<file path="src/rtl/dmem_access_ctrl.sv">
// Data-memory access controller for the MEM stage: sequences load, store and
// read-modify-write accesses to a word-addressed synchronous-read memory,
// extends load results and flags illegal requests.
module dmem_access_ctrl #(
   parameter int unsigned ADDR_W = 10,
   parameter int unsigned DATA_W = 32
) (
   input  logic                clk,
   input  logic                rst_n,
   input  logic                req_valid,
   input  logic                req_load,
   input  logic                req_store,
   input  logic [1:0]          req_size,
   input  logic                req_unsigned,
   input  logic [ADDR_W+1:0]   req_addr,
   input  logic [DATA_W-1:0]   req_wdata,
   output logic                busy,
   output logic                done,
   output logic                load_valid,
   output logic [DATA_W-1:0]   load_data,
   output logic                access_err,
   output logic                memwrite_enable,
   output logic                memread_enable,
   output logic [ADDR_W-1:0]   address,
   output logic [DATA_W-1:0]   write_data,
   input  logic [DATA_W-1:0]   read_data
);

   localparam int unsigned BA_W = ADDR_W + 2;

   typedef enum logic [2:0] {S_IDLE, S_RD, S_CAP, S_WR, S_FIN} state_t;

   state_t              state, state_n;
   logic [1:0]          off_q, off_n;
   logic [1:0]          size_q, size_n;
   logic                uns_q, uns_n;
   logic                load_q, load_n;
   logic [DATA_W-1:0]   wdata_q, wdata_n;

   logic                busy_n, done_n, load_valid_n, access_err_n;
   logic                memwrite_n, memread_n;
   logic [ADDR_W-1:0]   address_n;
   logic [DATA_W-1:0]   write_data_n, load_data_n;

   logic                req_illegal;
   logic [7:0]          rd_byte;
   logic [15:0]         rd_half;
   logic [DATA_W-1:0]   ext_data;
   logic [DATA_W-1:0]   merge_data;

   // Request legality: exactly one of load/store, legal size, natural alignment
   always_comb begin
      req_illegal = (req_load == req_store)
                 || (req_size == 2'b11)
                 || ((req_size == 2'b01) && req_addr[0])
                 || ((req_size == 2'b10) && (req_addr[1:0] != 2'b00));
   end

   // Lane extraction/extension of the read word and sub-word store merge
   always_comb begin
      rd_byte    = read_data[{off_q, 3'b000} +: 8];
      rd_half    = off_q[1] ? read_data[31:16] : read_data[15:0];
      merge_data = read_data;
      case (size_q)
         2'b00:   ext_data = uns_q ? {{(DATA_W-8){1'b0}}, rd_byte}
                                   : {{(DATA_W-8){rd_byte[7]}}, rd_byte};
         2'b01:   ext_data = uns_q ? {{(DATA_W-16){1'b0}}, rd_half}
                                   : {{(DATA_W-16){rd_half[15]}}, rd_half};
         default: ext_data = read_data;
      endcase
      if (size_q == 2'b00) merge_data[{off_q, 3'b000} +: 8]   = wdata_q[7:0];
      else                 merge_data[{off_q[1], 4'b0000} +: 16] = wdata_q[15:0];
   end

   // Next-state and next-output decode
   always_comb begin
      state_n      = state;
      off_n        = off_q;
      size_n       = size_q;
      uns_n        = uns_q;
      load_n       = load_q;
      wdata_n      = wdata_q;
      address_n    = address;
      write_data_n = write_data;
      load_data_n  = load_data;
      done_n       = 1'b0;
      load_valid_n = 1'b0;
      access_err_n = 1'b0;
      memwrite_n   = 1'b0;
      memread_n    = 1'b0;
      case (state)
         S_IDLE: begin
            if (req_valid) begin
               address_n = req_addr[BA_W-1:2];
               off_n     = req_addr[1:0];
               size_n    = req_size;
               uns_n     = req_unsigned;
               load_n    = req_load;
               wdata_n   = req_wdata;
               if (req_illegal) begin
                  state_n      = S_FIN;
                  done_n       = 1'b1;
                  access_err_n = 1'b1;
               end else if (req_store && (req_size == 2'b10)) begin
                  state_n      = S_WR;
                  memwrite_n   = 1'b1;
                  write_data_n = req_wdata;
               end else begin
                  state_n   = S_RD;
                  memread_n = 1'b1;
               end
            end
         end
         S_RD: begin
            state_n = S_CAP;
         end
         S_CAP: begin
            if (load_q) begin
               load_data_n  = ext_data;
               load_valid_n = 1'b1;
               done_n       = 1'b1;
               state_n      = S_FIN;
            end else begin
               write_data_n = merge_data;
               memwrite_n   = 1'b1;
               state_n      = S_WR;
            end
         end
         S_WR: begin
            done_n  = 1'b1;
            state_n = S_FIN;
         end
         S_FIN: begin
            state_n = S_IDLE;
         end
         default: begin
            state_n = S_IDLE;
         end
      endcase
      busy_n = (state_n != S_IDLE);
   end

   // State, latched request and registered outputs
   always_ff @(posedge clk or negedge rst_n) begin
      if (!rst_n) begin
         state           <= S_IDLE;
         off_q           <= 2'b00;
         size_q          <= 2'b00;
         uns_q           <= 1'b0;
         load_q          <= 1'b0;
         wdata_q         <= '0;
         busy            <= 1'b0;
         done            <= 1'b0;
         load_valid      <= 1'b0;
         access_err      <= 1'b0;
         memwrite_enable <= 1'b0;
         memread_enable  <= 1'b0;
         address         <= '0;
         write_data      <= '0;
         load_data       <= '0;
      end else begin
         state           <= state_n;
         off_q           <= off_n;
         size_q          <= size_n;
         uns_q           <= uns_n;
         load_q          <= load_n;
         wdata_q         <= wdata_n;
         busy            <= busy_n;
         done            <= done_n;
         load_valid      <= load_valid_n;
         access_err      <= access_err_n;
         memwrite_enable <= memwrite_n;
         memread_enable  <= memread_n;
         address         <= address_n;
         write_data      <= write_data_n;
         load_data       <= load_data_n;
      end
   end

endmodule

</file>
<file path="config.mk">
export PLATFORM = sky130hd
export DESIGN_NAME = dmem_access_ctrl
export DESIGN_NICKNAME = d
export VERILOG_FILES = /design/src/rtl/dmem_access_ctrl.sv
export SDC_FILE = /design/constraint.sdc
export NUM_CORES = 1
export LEC_CHECK = 0
export ABC_AREA = 1
export ABC_CLOCK_PERIOD_IN_PS = 5300
export CAP_MARGIN = 20
export CORE_ASPECT_RATIO = 0.6
export CORE_UTILIZATION = 53
export CTS_CLUSTER_SIZE = 20
export DETAILED_ROUTE_END_ITERATION = 8
export PLACE_DENSITY_LB_ADDON = 0.15
export SYNTH_ARGS = -nofsm -noshare
export SYNTH_HDL_FRONTEND = slang
export SYNTH_SLANG_ARGS = --single-unit
export TNS_END_PERCENT = 5
</file>
<file path="constraint.sdc">
create_clock -name clk -period 5.3 [get_ports clk]
set_clock_uncertainty 0.05 [all_clocks]
set_input_delay 0.53 -clock clk [delete_from_list [all_inputs] [get_ports clk]]
set_output_delay 0.53 -clock clk [all_outputs]
set_load 0.005 [all_outputs]
</file>
Word-level counts from Yosys, hierarchy flattened
Cells that the tools add are included.
Word-level totals
  input port bits: 84
  logic and storage cells: 80
  output and inout port bits: 80
  bits in registers: 105
Cells by class
  shift-type cells: 5
  reductions and logical operators: 14
  mux-type cells: 32
  eq/ne operators: 12
  add/sub/neg operators: 2
Operator list (number)
  $mux W32: 7
  $pmux W32 S2: 2
  $bwmux W32: 2
  $shift A16 B7 Y32 const A: 1
  $shift A8 B7 Y32 const A: 1
  $shiftx A16 B7 Y32: 1
  $shiftx A32 B6 Y8: 1
  $shiftx A8 B7 Y32: 1
  $mux W16: 1
  $neg A5 Y7: 2
  $mux W1: 13
  $pmux W3 S4: 1
  $mux W3: 3
  $ne A2 B2 Y1 const B: 4
  $eq A3 B2 Y1 const B: 2
  $reduce_and A5 Y1: 1
  $eq A2 B1 Y1 const B: 2
  $eq A2 B2 Y1 const B: 2
  $reduce_and A2 Y1: 2
  $reduce_bool A2 Y1: 2
  $eq A3 B1 Y1 const B: 1
  $logic_and A1 B1 Y1: 3
  $logic_not A3 Y1: 1
  $logic_or A1 B1 Y1: 3
  other kinds (6): 6

Longest topological paths before layout
  depth after elaboration: 8
  mapped depth: 12
  gate-level depth less buffers: 10

Least setup slack after synthesis
No wires, ideal clock.
  kind: reg2reg
  start point: register off_q[1]
  end point: register write_data[10]
  path slack: 3.415 ns
  arrival time: 1.771 ns
  period minus slack after synthesis: 1.885 ns
  path buffers: 3
  setup time: 0.065 ns
  required time: 5.185 ns
  cell stages (with the launch flop): 12
  cell sequence: dfrtp_1 -> buf_4 -> inv_2 -> buf_2 -> ha_1 -> clkbuf_1 -> nand2_1 -> o22ai_1 -> nor2_1 -> o21ai_1 -> nand2_1 -> nand2_1
On the way
  longest elaborated chain between the ends: 6
  elaborated cells on any way between the ends: 11
  classes of those cells: add/sub: 2; shift: 4; mux: 5
RTL lines
  start: declaration: RTL line 34  | logic [1:0] off_q, off_n;
  start signal: assignment: RTL line 163  | off_q <= off_n;
  $neg A5 Y7 (on tied branches): RTL line 72, 71
  $shiftx A16 B7 Y32 (tied with other cells): RTL line 72  | else merge_data[{off_q[1], 4'b0000} +: 16] = wdata_q[15:0];
  $bwmux W32 (on tied branches): RTL line 72, 71
  $mux W32 *: RTL line 71  | if (size_q == 2'b00) merge_data[{off_q, 3'b000} +: 8] = wdata_q[7:0];
  $mux W32 *: RTL line 118  | if (load_q) begin
  $pmux W32 S2 *: RTL line 91  | case (state)
  end signal: assignment: RTL line 175  | write_data <= write_data_n;
  end: declaration: RTL line 25  | output logic [DATA_W-1:0] write_data,
Mark *: on every way between the ends. The rest lies on a longest branch, timed or not. The select of a mux whose other input is x is not followed.
A chain may end at the register's enable or synchronous reset.

Worst setup path after layout
  start point: register state[0]
  end point: register load_data[6]
On the way
  longest elaborated chain between the ends: 2
RTL lines
  start: declaration: RTL line 33  | state_t state, state_n;
  start signal: assignment: RTL line 162  | state <= state_n;
  $eq A3 B2 Y1: RTL line 91
  $reduce_and A2 Y1 (no source line)
  end signal: assignment: RTL line 176  | load_data <= load_data_n;
  end: declaration: RTL line 20  | output logic [DATA_W-1:0] load_data,
Every way passes these cells.

==> results.py <==
metrics = {
    "logic_synthesis": {
        "syn_inst": 877,
        "yosysSeqAreaShare_pct": 42.2,
        "yosysUniqueCellTypes": 28,
        "ys_top_cells_by_area": "dfrtp_1, nand2_1, o21ai_0",
        "synth_area_um2": 6220,
        "synth_nets": 966,
        "ys_seq_elements": 105,
        "yosysTopAreaCell": "dfrtp_1",
        "synth_top_area_share_pct": 42.2,
        "synth-warning-count": 0,
        "syn_avg_cell_area_um2": 7.09,
    },
    "timing": {
        "final_max_slew_viol_count": 0,
        "totalNegativeSetupSlack_ps": 0,
        "setup_ws_ps": 2480,
        "finalSetupViolCount": 0,
        "min_period_ps": 2820,
        "rsz0062_at_grt": "no",
        "worst_slew_pin_slew_ps": 837,
        "slew_headroom_pct": 44.2,
        "layout_worst_path_cycle_share_pct": 53.3,
        "finalHoldViolations": 0,
        "fmax_mhz": 354,
    },
    "setup_path": {
        "critPathKind": "reg -> reg",
        "crit_slowest_cell": "nor2_4",
        "path_cells": "nor2_2 -> nand2_2 -> nor2_4 -> inv_2 -> a21oi_1 -> o211ai_1 -> o21ai_1 -> inv_1",
        "worstSetupStartpoint": "state[0]",
        "rrSetupSlack_ps": 2480,
        "max_stage_delay_ps": 740,
        "startpoint_type": "flip-flop",
        "cp_max_fo": 35,
        "worstPathRequired_ps": 5490,
        "endpoint_kind": "flip-flop",
        "worstReg2RegEnd": "load_data[6]",
        "cp.arrival_ps": 3010,
        "r2r_start": "state[0]",
        "reg2regPathDepth": 8,
    },
    "placement": {
        "port_buffers": 163,
        "gp_congestion": 0.943,
        "pre_cts_slack_ps": 2430,
        "dp_hpwl_mm": 13.0,
    },
    "layout": {
        "mostFrequentLayoutCells": "nand2_1, clkdlybuf4s50_1, dfrtp_1",
        "layout-drive-gt1-share_pct": 5.74,
        "synthToLayoutAreaGrowth_pct": 30.4,
        "fill_cells": 940,
        "antenna_cells": 0,
        "layout.nets": 1094,
        "final_common_cell": "nand2_1",
    },
    "detailed_routing": {
        "drtIter0Drc": 728,
        "routed_wl_mm": 18.5,
        "ant_nets": 0,
        "vias_per_cell": 5.46,
        "drt_first_pass_iters": 5,
        "vias": 6386,
        "drc": 0,
        "wl_per_cell_um": 15.8,
    },
    "die": {
        "die_y_um": 85.9,
        "initial_core_util_pct": 54.7,
        "coreArea_um2": 11400,
        "ioPinCount": 164,
        "die_area_um2": 12200,
        "die_w_um": 142,
        "fp-row-count": 30,
    },
    "power_and_ir_drop": {
        "ir_drop_uv": 267,
        "pwr-share-comb_pct": 53.8,
        "clkPwrFrac_pct": 15.1,
        "seqPwrFrac_pct": 31.0,
        "switching_share_pct": 42.5,
        "power.leakage_nw": 3.89,
        "p_sw_mw": 1.94,
        "power.total_mw": 4.57,
        "cellPowerDensity_nw_per_um2": 564,
        "intPower_mw": 2.63,
    },
    "global_routing": {
        "grt_use_total_pct": 31.6,
        "grt_max_degree": 74,
        "antenna_found_initial": 0,
        "grt_pass1_vias": 5762,
        "grt_overflow": 0,
        "grt_pass1_wl_mm": 29.9,
    },
    "run": {
        "maxCapViolations": 0,
    },
    "clocking": {
        "postCtsHoldBufs": 0,
        "numCtsBuffers": 9,
        "post_cts_buffers": 0,
        "clkSinkCount": 105,
        "cts.clk_slew.worst_paths_ps": 80,
        "htreeDepth": 3,
        "clock_path_buffers": 2,
        "cts_tree": "built",
        "cts_resized": 0,
        "cts_root_buf": "clkbuf_16",
        "clk_latency_ps": 350,
    },
    "status": {
        "status": "complete, no violations",
    },
    "worst_hold_path": {
        "worstHoldPathType": "in -> async",
    },
}
==> worst max-delay path by stage <==
stage / slack [ps] / cells past startpoint / to
final: 2480 / 8 / load_data[6]
after global routing: 2240 / 8 / load_data[6]
after CTS: 2540 / 8 / load_data[6]
after floorplan: 3410 / 11 / write_data[10]
after detailed placement: 2430 / 10 / write_data[19]
after global placement: 2550 / 10 / write_data[21]
==> per-layer routing <==
metal	wire length, um	share of wire, %	track usage (%)
met1	8590	47	48.1
met2	7940	43	46.3
met3	1680	9.1	6.14
met4	236	1.3	7.04
met5	0	0	0
==> cell families (layout without fill, tap and decap cells) <==
logic type,count (synthesis),in the layout,share of synthesized area (%)
buffers and inverters,124,257,9.35
adders and majority gates,5,5,1.01
and+or+nand+nor,434,434,28.0
DFF,105,105,42.2
AOI/OAI and AO/OA,209,209,19.4
==> per-stage QoR <==
step | hold slack, ps | utilization, % | cell area [um2] | std cells
floorplan | 184 | - | 6220 | 877
CTS | 261 | 71.1 | 8080 | 1169
detailed placement | 407 | 68.4 | 7780 | 1153
global route | 292 | 71.3 | 8110 | 1170
global placement | 407 | 68.4 | 7780 | 1153
finish | 219 | 71.3 | 8110 | 1170
==> worst max-delay path: cells and delay by family (launching register included) <==
family | cells | cell delay, ps
buffers and inverters | 2 | 520
AOI/OAI and AO/OA | 3 | 430
and+or+nand+nor | 3 | 1280
DFF | 1 | 420
==> Yosys cell counts <==
library cell / number
o21ai_1: 16
ha_1: 5
nand3_1: 31
a21boi_0: 2
nor2_2: 1
clkinv_1: 1
o22ai_1: 8
o211ai_1: 28
o22a_1: 1
clkbuf_1: 14
inv_2: 5
nor2_4: 1
buf_6: 9
a21oi_4: 1
dfrtp_1: 105
nand2_2: 3
inv_1: 67
or2_2: 12
nand2_1: 334
nor2_1: 48
buf_2: 22
buf_4: 5
a21oi_1: 46
nor2_8: 1
nand4_1: 3
a21boi_2: 10
o21ai_0: 97
inv_4: 1
==> state kept, by name, summed over array words and instances (netlist names) <==
signal and count:
memwrite_enable 1, busy 1, done 1, off_q 2, memread_enable 1, uns_q 1, load_q 1, access_err 1
load_data 32, wdata_q 16, state 3, write_data 32, load_valid 1, address 10, size_q 2
==> layout make-up <==
class / instances / area (um2) / area share [%]
flip-flops and latches: 105 / 2630 / 32.4
clock inverters: 7 / 77.6 / 0.957
well taps: 160 / 200 / 2.47
clock buffers: 9 / 225 / 2.78
multi-input cells: 648 / 3020 / 37.2
repair buffers: 167 / 1680 / 20.7
inverters: 74 / 280 / 3.46
==> power groups by stage <==
stage | Sequential, mW | Combinational, mW | Clock (mW)
5_1_grt | 1.46 | 2.74 | 0.730
4_1_cts | 1.44 | 2.38 | 0.697
3_3_place_gp | 1.45 | 2.32 | 0
3_5_place_dp | 1.45 | 2.37 | 0
2_1_floorplan | 1.40 | 1.48 | 0
6_report | 1.42 | 2.46 | 0.691
Note: power is estimated with default switching activity, not from simulation.
